## config.mk

```make
export PLATFORM = sky130hd
export DESIGN_NAME = fetch_unit
export DESIGN_NICKNAME = d
export VERILOG_FILES = /design/src/rtl/fetch_unit.sv
export SDC_FILE = /design/constraint.sdc
export NUM_CORES = 1
export LEC_CHECK = 0
export CORE_MARGIN = 3
export CORE_UTILIZATION = 49
export CTS_BUF_LIST = sky130_fd_sc_hd__clkbuf_16
export DETAILED_ROUTE_END_ITERATION = 6
export GPL_ROUTABILITY_DRIVEN = 0
export PLACE_DENSITY = 0.73
export RECOVER_POWER = 50
export SETUP_SLACK_MARGIN = 0.1
export SYNTH_ARGS = -nofsm -noshare
export SYNTH_HDL_FRONTEND = slang
export SYNTH_SLANG_ARGS = --single-unit
```

## constraint.sdc

```tcl
create_clock -name clk -period 6.55 [get_ports clk]
set_input_delay 0.9825 -clock clk [delete_from_list [all_inputs] [get_ports clk]]
set_output_delay 0.9825 -clock clk [all_outputs]
set_load 0.02 [all_outputs]
```

## src/rtl/fetch_unit.sv

```systemverilog
// Instruction fetch stage: owns the fetch PC, drives the i-mem read handshake
// and buffers words in a small queue. Define FETCH_PERF_EN for perf counters.
module fetch_unit #(
  parameter logic [31:0] RESET_PC    = 32'h00000060,
  parameter int          QUEUE_DEPTH = 2
) (
  input  logic        clk,
  input  logic        rst_n,
  output logic [31:0] i_addr,
  output logic        i_read,
  input  logic [31:0] i_rdata,
  input  logic        i_resp,
  input  logic        ex_load_pc,
  input  logic [31:0] ex_target,
  input  logic        stall_id,
  output logic        inst_valid,
  output logic [31:0] instruction,
  output logic [31:0] pc_out
`ifdef FETCH_PERF_EN
  ,
  output logic [31:0] perf_fetched,
  output logic [31:0] perf_discarded
`endif
);

  localparam int PW = (QUEUE_DEPTH > 1) ? $clog2(QUEUE_DEPTH) : 1;
  localparam int CW = $clog2(QUEUE_DEPTH + 1);
  localparam logic [CW-1:0] DEPTH_C = CW'(QUEUE_DEPTH);
  localparam logic [31:0]   NOP     = 32'h00000013;

  typedef enum logic [1:0] {
    ST_FETCH = 2'd0,
    ST_HOLD  = 2'd1,
    ST_DRAIN = 2'd2
  } state_t;

  state_t          state_r, state_next_s;
  logic [31:0]     i_addr_r, i_addr_next_s;
  logic            i_read_r, i_read_next_s;
  logic [31:0]     redir_pc_r, redir_pc_next_s;
  logic [31:0]     q_pc_r   [QUEUE_DEPTH];
  logic [31:0]     q_inst_r [QUEUE_DEPTH];
  logic [PW-1:0]   wr_ptr_r, rd_ptr_r, rd_ptr_next_s;
  logic [CW-1:0]   count_r, count_next_s, remain_s;
  logic            inst_valid_r, inst_valid_next_s;
  logic [31:0]     instruction_r, instruction_next_s;
  logic [31:0]     pc_out_r, pc_out_next_s;
  logic            resp_s, pop_s, enq_s, held_s, drop_s;
  logic [31:0]     target_s;

  // Next-state, handshake and queue-head computation.
  always_comb begin
    resp_s   = i_resp & i_read_r;
    pop_s    = inst_valid_r & ~stall_id & ~ex_load_pc;
    enq_s    = resp_s & (state_r != ST_DRAIN) & ~ex_load_pc;
    drop_s   = resp_s & ((state_r == ST_DRAIN) | ex_load_pc);
    held_s   = i_read_r & ~resp_s;
    target_s = {ex_target[31:2], 2'b00};

    if (ex_load_pc) begin
      count_next_s = {CW{1'b0}};
    end else begin
      count_next_s = count_r + {{(CW-1){1'b0}}, enq_s} - {{(CW-1){1'b0}}, pop_s};
    end
    remain_s = count_r - {{(CW-1){1'b0}}, pop_s};

    if (ex_load_pc) begin
      redir_pc_next_s = target_s;
    end else begin
      redir_pc_next_s = redir_pc_r;
    end

    // A request in flight is never withdrawn: address stays put until its response.
    if (held_s) begin
      i_addr_next_s = i_addr_r;
    end else if (ex_load_pc) begin
      i_addr_next_s = target_s;
    end else if (state_r == ST_DRAIN) begin
      i_addr_next_s = redir_pc_r;
    end else if (resp_s) begin
      i_addr_next_s = i_addr_r + 32'd4;
    end else begin
      i_addr_next_s = i_addr_r;
    end

    if (held_s) begin
      i_read_next_s = 1'b1;
    end else begin
      i_read_next_s = (count_next_s < DEPTH_C);
    end

    case (state_r)
      ST_FETCH, ST_HOLD: begin
        if (ex_load_pc && held_s) begin
          state_next_s = ST_DRAIN;
        end else if (i_read_next_s) begin
          state_next_s = ST_FETCH;
        end else begin
          state_next_s = ST_HOLD;
        end
      end
      ST_DRAIN: begin
        if (held_s) begin
          state_next_s = ST_DRAIN;
        end else begin
          state_next_s = ST_FETCH;
        end
      end
      default: state_next_s = ST_FETCH;
    endcase

    if (pop_s) begin
      rd_ptr_next_s = rd_ptr_r + 1'b1;
    end else begin
      rd_ptr_next_s = rd_ptr_r;
    end

    // Head after the edge: empty, the word arriving now, or an already-stored entry.
    if (count_next_s == {CW{1'b0}}) begin
      inst_valid_next_s  = 1'b0;
      instruction_next_s = NOP;
      pc_out_next_s      = 32'h00000000;
    end else if (remain_s == {CW{1'b0}}) begin
      inst_valid_next_s  = 1'b1;
      instruction_next_s = i_rdata;
      pc_out_next_s      = i_addr_r;
    end else begin
      inst_valid_next_s  = 1'b1;
      instruction_next_s = q_inst_r[rd_ptr_next_s];
      pc_out_next_s      = q_pc_r[rd_ptr_next_s];
    end
  end

  // State, handshake, queue storage and registered head outputs.
  always_ff @(posedge clk or negedge rst_n) begin
    if (!rst_n) begin
      state_r       <= ST_FETCH;
      i_addr_r      <= RESET_PC;
      i_read_r      <= 1'b0;
      redir_pc_r    <= RESET_PC;
      wr_ptr_r      <= {PW{1'b0}};
      rd_ptr_r      <= {PW{1'b0}};
      count_r       <= {CW{1'b0}};
      inst_valid_r  <= 1'b0;
      instruction_r <= NOP;
      pc_out_r      <= 32'h00000000;
      for (int i = 0; i < QUEUE_DEPTH; i++) begin
        q_pc_r[i]   <= 32'h00000000;
        q_inst_r[i] <= NOP;
      end
    end else begin
      state_r       <= state_next_s;
      i_addr_r      <= i_addr_next_s;
      i_read_r      <= i_read_next_s;
      redir_pc_r    <= redir_pc_next_s;
      count_r       <= count_next_s;
      inst_valid_r  <= inst_valid_next_s;
      instruction_r <= instruction_next_s;
      pc_out_r      <= pc_out_next_s;
      if (ex_load_pc) begin
        wr_ptr_r <= {PW{1'b0}};
        rd_ptr_r <= {PW{1'b0}};
      end else begin
        rd_ptr_r <= rd_ptr_next_s;
        if (enq_s) begin
          q_pc_r[wr_ptr_r]   <= i_addr_r;
          q_inst_r[wr_ptr_r] <= i_rdata;
          wr_ptr_r           <= wr_ptr_r + 1'b1;
        end else begin
          wr_ptr_r <= wr_ptr_r;
        end
      end
    end
  end

  assign i_addr      = i_addr_r;
  assign i_read      = i_read_r;
  assign inst_valid  = inst_valid_r;
  assign instruction = instruction_r;
  assign pc_out      = pc_out_r;

`ifdef FETCH_PERF_EN
  logic [31:0] perf_fetched_r, perf_discarded_r;

  // Saturating counters of enqueued words and redirect-dropped responses.
  always_ff @(posedge clk or negedge rst_n) begin
    if (!rst_n) begin
      perf_fetched_r   <= 32'h00000000;
      perf_discarded_r <= 32'h00000000;
    end else begin
      if (enq_s && (perf_fetched_r != 32'hFFFFFFFF)) begin
        perf_fetched_r <= perf_fetched_r + 32'd1;
      end else begin
        perf_fetched_r <= perf_fetched_r;
      end
      if (drop_s && (perf_discarded_r != 32'hFFFFFFFF)) begin
        perf_discarded_r <= perf_discarded_r + 32'd1;
      end else begin
        perf_discarded_r <= perf_discarded_r;
      end
    end
  end

  assign perf_fetched   = perf_fetched_r;
  assign perf_discarded = perf_discarded_r;
`endif

endmodule

```

### Word level (Yosys, flattened, before mapping)

Cells that the tools add are included.

* flip-flop bits (word level): 262
* word-level logic and storage cells: 77
* input port bits: 69
* output and inout bits: 98

* equal/unequal tests: 3
* $lt $le $gt $ge: 4
* reductions and logical operators: 10
* muxes and demuxes: 28
* bitwise gates (word level): 12
* add/subtract/negate cells: 6

Operators with widths (number)
* 32-bit two-way mux: 14
* 64-bit bitwise mux: 2
* 32-bit by 3-bit adder with 32-bit output (second input constant): 1
* 32-bit demux with 1-bit select: 1
* 1-bit two-way mux: 7
* 1-bit AND: 6
* 2-bit logical NOT: 3
* 2-bit two-way mux: 3
* 2-bit greater-or-equal comparator (second input constant): 2
* 1-bit NOT: 4
* 1-bit NOT with 2-bit output: 2
* 2-bit case mux with 2 select lines: 1
* 2-bit AND reduction: 2
* 2-bit by 1-bit subtractor with 2-bit output: 2
* 3-bit nonzero test: 1
* 1-bit adder (second input constant): 2
* 2-bit by 1-bit adder with 2-bit output: 1
* 2-bit by 1-bit == test with 1-bit output (second input constant): 1
* 2-bit == test (second input constant): 1
* 1-bit logical AND: 2
* 2-bit by 1-bit less-than comparator with 1-bit output (second input constant): 1
* 2-bit less-than comparator (second input constant): 1
* 2-bit != test (second input constant): 1
* 2-bit nonzero test: 1
* 2-bit OR reduction: 1

### Depth between registers and ports, before layout

* word-level depth: 11
* mapped depth: 12
* gate-level depth less buffers: 11

### Worst setup path before layout

No wires, ideal clock.

* path kind: input port to flip-flop
* start: input ex_load_pc
* end: register pc_out_r[18], in the netlist pc_out[18]
* data required time: 6406 ps
* buffers on the path: 3
* path slack: 3250 ps
* arrival: 3157 ps
* setup time: 144 ps
* cell stages on the path: 12
* cell sequence: buf_2 > nor3_1 > inv_2 > ha_1 > inv_1 > ha_1 > xor2_1 > xnor2_1 > a21o_1 > clkbuf_1 > clkbuf_1 > a221oi_1

* longest elaborated chain between the ends: 9
* elaborated cells on any way between the ends: 16
* those cells by class: add/sub: 3; mux: 7; bitwise: 4; reduce/logical: 2

RTL lines
* start, declared: line 13 `input logic ex_load_pc,`
* parallel branches: the longest is 8 deep, another holds 2-bit by 1-bit adder with 2-bit output
* 32-bit two-way mux (*): line 119 `if (count_next_s == {CW{1'b0}}) begin`
* net pc_out_next_s[18]: line 47 `logic [31:0] pc_out_r, pc_out_next_s;`
* end signal, assigned: line 159 `pc_out_r <= pc_out_next_s;`
* end, declared: line 47

Mark *: on every way through the listed nets, which the timed path passes. The select of a mux whose other input is x is not followed.
A chain may end at the register's enable or synchronous reset.

### Final worst setup path

* start: input stall_id
* end: register pc_out_r[22], in the netlist pc_out[22]

* longest elaborated chain between the ends: 10
* elaborated cells on any way between the ends: 15
* those cells by class: add/sub: 2; mux: 7; bitwise: 4; reduce/logical: 2

RTL lines
* start, declared: line 15 `input logic stall_id,`
* 1-bit NOT (*): line 54 `pop_s = inst_valid_r & ~stall_id & ~ex_load_pc;`
* 1-bit AND (*) (2 in a row): line 54
* 1-bit two-way mux: line 112 `if (pop_s) begin`
* 1-bit NOT with 2-bit output (implied by the code): line 130 `pc_out_next_s = q_pc_r[rd_ptr_next_s];`
* 32-bit two-way mux (implied by the code) (3 in a row): line 130
* 32-bit two-way mux: line 123 `end else if (remain_s == {CW{1'b0}}) begin`
* 32-bit two-way mux (*): line 119
* net pc_out_next_s[22]: line 47

Mark *: on every way through the listed nets, which the timed path passes. The rest lies on a longest branch. The select of a mux whose other input is x is not followed.

==> impl_metrics.env <==
export IMPL_crit_family="simple AND/OR/NAND/NOR gates"
export IMPL_holdPathStages=1
export IMPL_relSlewSlack_pct=-104
export IMPL_grt_pass1_wl_mm=45.2
export IMPL_overflow=0
export IMPL_yosysSeqAreaShare_pct=56.1
export IMPL_synth_edff_count=0
export IMPL_hp_class="flop to flop"
export IMPL_wl_met3_mm=1.80
export IMPL_firstDrtPassIters=5
export IMPL_rsz0062_at_grt="false"
export IMPL_cts_tree="built"
export IMPL_die_y_um=158
export IMPL_drv_cap=1
export IMPL_synth_distinct_cells=60
export IMPL_io_pins=167
export IMPL_area_growth_pct=22.6
export IMPL_dieArea_um2=25000
export IMPL_die_w_um=158
export IMPL_routed_top_layer="met4"
export IMPL_synth_ff_latch_count=254
export IMPL_path_cells="clkdlybuf4s50_1 > nor3b_1 > ha_1 > inv_1 > ha_1 > xor2_1 > xnor2_1 > a21o_2 > buf_4 > a211oi_1"
export IMPL_vias_per_cell=5.89
export IMPL_cp_arrival_ns=4.71
export IMPL_ys_flop_type="dfrtp_1"
export IMPL_clk_root_buffer_cell="clkbuf_16"
export IMPL_async_flop_share_pct=100
export IMPL_num_rows=55
export IMPL_met1_length_mm=11.8
export IMPL_placed_area_um2=13100
export IMPL_dp_slack_ns=1.87
export IMPL_vias=8464
export IMPL_reg2reg_depth=9
export IMPL_clock_path_buffers=3
export IMPL_netlist_instances=1013
export IMPL_ctsHoldBuffers=0
export IMPL_path_buf_inv=3
export IMPL_dp_cells=1388
export IMPL_failed_checks="max-capacitance violations, max-slew violations"
export IMPL_crit_fanout=39
export IMPL_yosysTopAreaCell="dfrtp_1"
export IMPL_insertion_delay_ns=0.54
export IMPL_setup_violations=0
export IMPL_post_cts_buffers=0
export IMPL_skew_ns=0.0165
export IMPL_grt_pass1_vias=8466
export IMPL_layout_nets=1204
export IMPL_globalRouteTotalUtil_pct=22.5
export IMPL_path_class="input pin to flop"
export IMPL_synth_warnings=0
export IMPL_routed_wl_mm=28.1
export IMPL_htree_num_levels=1
export IMPL_core_um2=22700
export IMPL_post_cts_resized=0
export IMPL_initialDrtViolationCount=579
export IMPL_clk_pin_slew_worst_paths_ns=0.06
export IMPL_grt_max_degree=132
export IMPL_leakage_nw=6.04
export IMPL_startpoint_type="input pin"
export IMPL_syn_area_per_cell_um2=11.2
export IMPL_wl_met2_mm=13.8
export IMPL_status="finished, violations left"
export IMPL_ir_worst_vdd_uv=176
export IMPL_wl_per_cell_um=19.6
export IMPL_setup_ws_ns=2.22
export IMPL_fmax_mhz=231
export IMPL_finalSetupTns_ns=0
export IMPL_yosysTopAreaCellShare_pct=53.1
export IMPL_worstPathRequired_ns=6.93
export IMPL_final_area_um2=13900
export IMPL_drive_above_1_share_pct=19.0
export IMPL_initial_core_util_pct=50.0
export IMPL_fill_cells=1836
export IMPL_post_route_period_util_pct=66.2
export IMPL_power_per_cell_area_nw_per_um2=384
export IMPL_max_stage_delay_ns=1.15
export IMPL_layout_common_cells="dfrtp_1, mux2_2, clkdlybuf4s50_1"
export IMPL_drc=0
export IMPL_power_mw=5.35
export IMPL_dp_hpwl_mm=17.4
export IMPL_slowest_stage="nor3b_1"
export IMPL_layout_min_cycle_time_ns=4.33
export IMPL_cts_made_buffers=27
export IMPL_crit_top_cell="ha_1"
export IMPL_worstMarginPinSlew_ns=3.05
export IMPL_final_common_cell="dfrtp_1"
export IMPL_drv_slew=124
export IMPL_synthTopCellsByArea="dfrtp_1, mux2_2, a211oi_1"
export IMPL_cts_sinks=254
export IMPL_synth_area_um2=11400
export IMPL_portBuffers=160
export IMPL_fin_cells=1438
export IMPL_hold_violations=0
export IMPL_antenna_found_initial=1
export IMPL_ant_nets=0
export IMPL_end_kind="flop"
export IMPL_path_depth=10
[sequential cells by signal (all words and copies together) (netlist names)]
name         flops
q_inst_r        64
redir_pc_r      30
inst_valid       1
count_r          2
q_pc_r          60
wr_ptr_r         1
pc_out          30
state_r          2
instruction     32
i_addr          30
i_read           1
rd_ptr_r         1
[per-layer routing]
metal	up-vias	global-route usage, %
met2	268	36.8
met1	4301	31.0
met4	0	7.17
met3	50	3.66
li1	3845	-
met5	-	0
[area by class of cell]
type | instances | area, um^2 | area share, %
inverter | 17 | 63.8 | 0.458
sequential | 254 | 6370 | 45.8
timing repair buffer | 171 | 1690 | 12.1
tap | 285 | 357 | 2.56
antenna | 1 | 2.50 | 0.0180
clock buffer | 27 | 676 | 4.85
clock inverter | 22 | 173 | 1.24
multi-input combinational | 661 | 4600 | 33.0
[logic make-up (layout without fill, tap and decap cells)]
| logic type | Yosys count | after routing | synth area share, % |
|---|---|---|---|
| xor gates and xnor gates | 12 | 12 | 0.992 |
| DFF | 254 | 254 | 56.1 |
| AOI/OAI and AO/OA | 238 | 238 | 13.4 |
| muxes | 154 | 154 | 15.2 |
| adders and majority gates | 3 | 3 | 0.331 |
| buffers and inverters | 101 | 237 | 3.86 |
| and+or+nand+nor | 250 | 250 | 10.1 |
| other | 1 | 5 | 0.0330 |
[cells in the mapped netlist (4+ instances only)]
master / instances
nand2b_1: 6
nor2_1: 81
clkbuf_1: 49
dfrtp_1: 241
xor2_1: 5
inv_1: 16
o21ai_0: 41
nand2_1: 96
mux2i_1: 8
a22oi_1: 6
nand4_1: 7
nand3_1: 17
nor4_1: 4
and2_1: 4
buf_2: 26
mux2_2: 146
a21oi_1: 81
a31oi_1: 4
dfstp_2: 13
a211oi_1: 58
or3_1: 9
nor3_1: 7
o31ai_1: 5
o2bb2ai_1: 4
a221oi_1: 7
a22o_1: 7
xnor2_1: 6
nor2b_1: 5
buf_4: 5
[report_power, final]
| group | total [mW] | switching, mW | internal [mW] |
|---|---|---|---|
| combinational | 1.50 | 0.790 | 0.712 |
| clock | 1.47 | 0.607 | 0.861 |
| sequential | 2.38 | 0.320 | 2.06 |
[path summary, 6_finish.rpt]
kind,startpoint,end,slack (ns)
max reg2reg,inst_valid,pc_out[22],2.75
max in group asynchronous,rst_n,i_addr[3],3.33
min in group asynchronous,rst_n,q_inst_r[9],1.40
min reg2reg,state_r[1],state_r[0],0.46
max,stall_id,pc_out[22],2.22
min,state_r[1],state_r[0],0.46
[worst reg2reg max path, cell delays in order, from the launching register on]
cell and delay, ns:
dfrtp_1 0.34, nor3b_1 1.14, ha_1 0.41, inv_1 0.06
ha_1 0.14, xor2_1 0.18, xnor2_1 0.16, a21o_2 0.53
buf_4 0.55, a211oi_1 0.15
[metrics by stage]
step	hold WS (ns)	util (%)
final	0.458	61.3
after global routing	0.490	61.3
after CTS	0.450	61.4
after detailed placement	0.457	57.7
after global placement	0.447	57.7
after floorplan	0.428	-
No activity file was read; power rests on OpenSTA's default activity.
==> variant: new RTL, same settings <==
Add an input register stage for `ex_target`, with the module's reset; this delays it by one clock. The other inputs are not delayed to match.
--- a/src/rtl/fetch_unit.sv
+++ b/src/rtl/fetch_unit.sv
@@ -35,4 +35,14 @@
   } state_t;
 
+  logic [31:0] ex_target_q;
+
+  always_ff @(posedge clk or negedge rst_n) begin
+    if (!rst_n) begin
+      ex_target_q <= '0;
+    end else begin
+      ex_target_q <= ex_target;
+    end
+  end
+
   state_t          state_r, state_next_s;
   logic [31:0]     i_addr_r, i_addr_next_s;
@@ -56,5 +66,5 @@
     drop_s   = resp_s & ((state_r == ST_DRAIN) | ex_load_pc);
     held_s   = i_read_r & ~resp_s;
-    target_s = {ex_target[31:2], 2'b00};
+    target_s = {ex_target_q[31:2], 2'b00};
 
     if (ex_load_pc) begin
Check against the original RTL: not equivalent (Yosys sat finds a counterexample within 4 cycles, from zero or initial values and one cycle with rst_n low).
==> variant against the original RTL <==
The flow still finishes with violations (capacitance limit, slew limit). Global-route usage decreased by 0.58 points. Critical path depth decreased by 8. Non-clock buffer count increased by 4. Sequential cell count increased by 30. First-iteration DRC count increased by 27%. Cell area increased by 6.7%. Wire length increased by 3.1%. Total power increased by 8.5%. Area after synthesis increased by 6.5%. Register-to-register slack improved by 0.40 ns. Via count increased by 3.2%. Worst setup slack got worse by 0.067 ns. Core utilization increased by 0.84 points. Critical path type is now input port to async pin. Largest cell class unchanged. Largest power group unchanged.
==> variant: results (changes against the original RTL) <==
stage	metric	value	unit	change
setup_path	crit-path max FO	70		was 39
status	status	finished, violations left		unchanged
sta	Worst Max-Slew Pin Slew	3.106	ns	was 3.054 ns
setup_path	worst r2r src	state_r[1]		was inst_valid
routing	Met2 Wirelength	13500	um	was 13,780 um
global_route	largest net degree at the start of global routing	86		was 132
setup_path	crit path launch	rst_n		was stall_id
job	max cap viols	2		was 1
global_route	grt met3 use	3.525	%	was 3.663%
routing	Initial DRC Count	738		was 579
pwr	VDD IR max	0.0002205	V	was 0.0001757 V
logic_synthesis	register area share after synthesis	58.88	%	was 56.12%
setup_path	Worst Path Arrival	4.74	ns	was 4.71 ns
global_route	global-route wire length before repair	46980	um	was 45,150 um
final_layout	n_diodes	0		was 1
logic_synthesis	Commonest cells post-synth	dfrtp_1 (271), mux2_2 (141), nand2_1 (100)		was dfrtp_1 (241), mux2_2 (146), nand2_1 (96)
final_layout	# clk buffers	31		was 27
setup_path	Slowest-stage cell, CP	clkbuf_1		was nor3b_1
setup_path	delay-heaviest family, CP	buffers and inverters		was simple AND/OR/NAND/NOR gates
routing	Vias per Instance	5.712		was 5.886
status	failing checks	capacitance limit, slew limit		unchanged
final_layout	filler cell count	1891		was 1,836
final_layout	clock-cell share of area	6.410	%	was 6.091%
global_route	Total GRT Usage	21.93	%	was 22.51%
final_layout	non-clock buffer share of cell area	11.44	%	was 12.10%
final_layout	share of cells above drive strength 1	18.41	%	was 19.01%
logic_synthesis	Unique masters post-synth	58		was 60
global_route	met2 Usage GRT	35.15	%	was 36.77%
sta	Final Max Tran Viols	131		was 124
final_layout	Multi-input comb cells	671		was 661
final_layout	NumNets Final	1259		was 1,204
routing	Met1 Routed Length	12950	um	was 11,800 um
final_layout	fraction of area in multi-input gates	30.88	%	was 33.02%
setup_path	R2R depth	11		was 9
setup_path	CP peak stage delay	2.15	ns	was 1.15 ns
clock_network	Num CTS Buffers	30		was 27
hold_path	Hold Path End	redir_pc_r[13]		was state_r[0]
pwr	Leak	6.434	nW	was 6.039 nW
hold_path	Hold Crit Depth	2		was 1
placed_design	dpl cell area	13920	um^2	was 13,100 um^2
setup_path	r2r endpoint	pc_out[7]		was pc_out[22]
final_layout	Seq Cell Count	284		was 254
-- variant: cell count changes in the layout (fill, tap and decap cells not counted), moves of 6 or more --
cell,before,now
a21oi_1,81,87
dfrtp_1,241,271
a31oi_1,4,11
or3_1,9,2
dlygate4sd3_1,15,30
inv_1,21,37
clkdlybuf4s50_1,143,128
-- variant: how the worst max path moves through the flow --
stage,depth (start not counted),slack (ns),end
2_1_floorplan,11,3.63,pc_out[12]
3_5_place_dp,11,2.27,pc_out[7]
5_1_grt,2,1.31,i_addr[2]
6_report,2,2.15,redir_pc_r[4]
3_3_place_gp,11,2.30,pc_out[7]
4_1_cts,11,2.78,pc_out[7]
-- variant: where the power goes --
group / internal (mW) / total, mW / switching [mW]
sequential: 2.28 / 2.64 / 0.366
combinational: 0.738 / 1.54 / 0.805
clock: 0.963 / 1.62 / 0.655
total: 3.98 / 5.80 / 1.83
-- variant: through the flow --
step / hold WS, ns / instances / util (%) / worst slack (ns) / total power, mW
floorplan: 0.4420 / 1064 / - / 3.631 / 3.573
global placement: 0.4640 / 1474 / 58.25 / 2.302 / 4.144
detailed placement: 0.4654 / 1474 / 58.25 / 2.267 / 4.215
CTS: 0.3704 / 1530 / 62.23 / 2.779 / 5.847
global route: 0.5121 / 1530 / 62.17 / 1.313 / 6.132
finish: 0.4695 / 1530 / 62.17 / 2.149 / 5.805
-- variant: logic make-up after synthesis --
| group | synth area share, % |
|---|---|
| and+or+nand+nor | 9.681 |
| buffers and inverters | 3.868 |
| DFF | 58.88 |
| xor gates and xnor gates | 0.9309 |
| adders and majority gates | 0.3103 |
| AOI/OAI and AO/OA | 12.84 |
| other | 0.03100 |
| muxes | 13.46 |
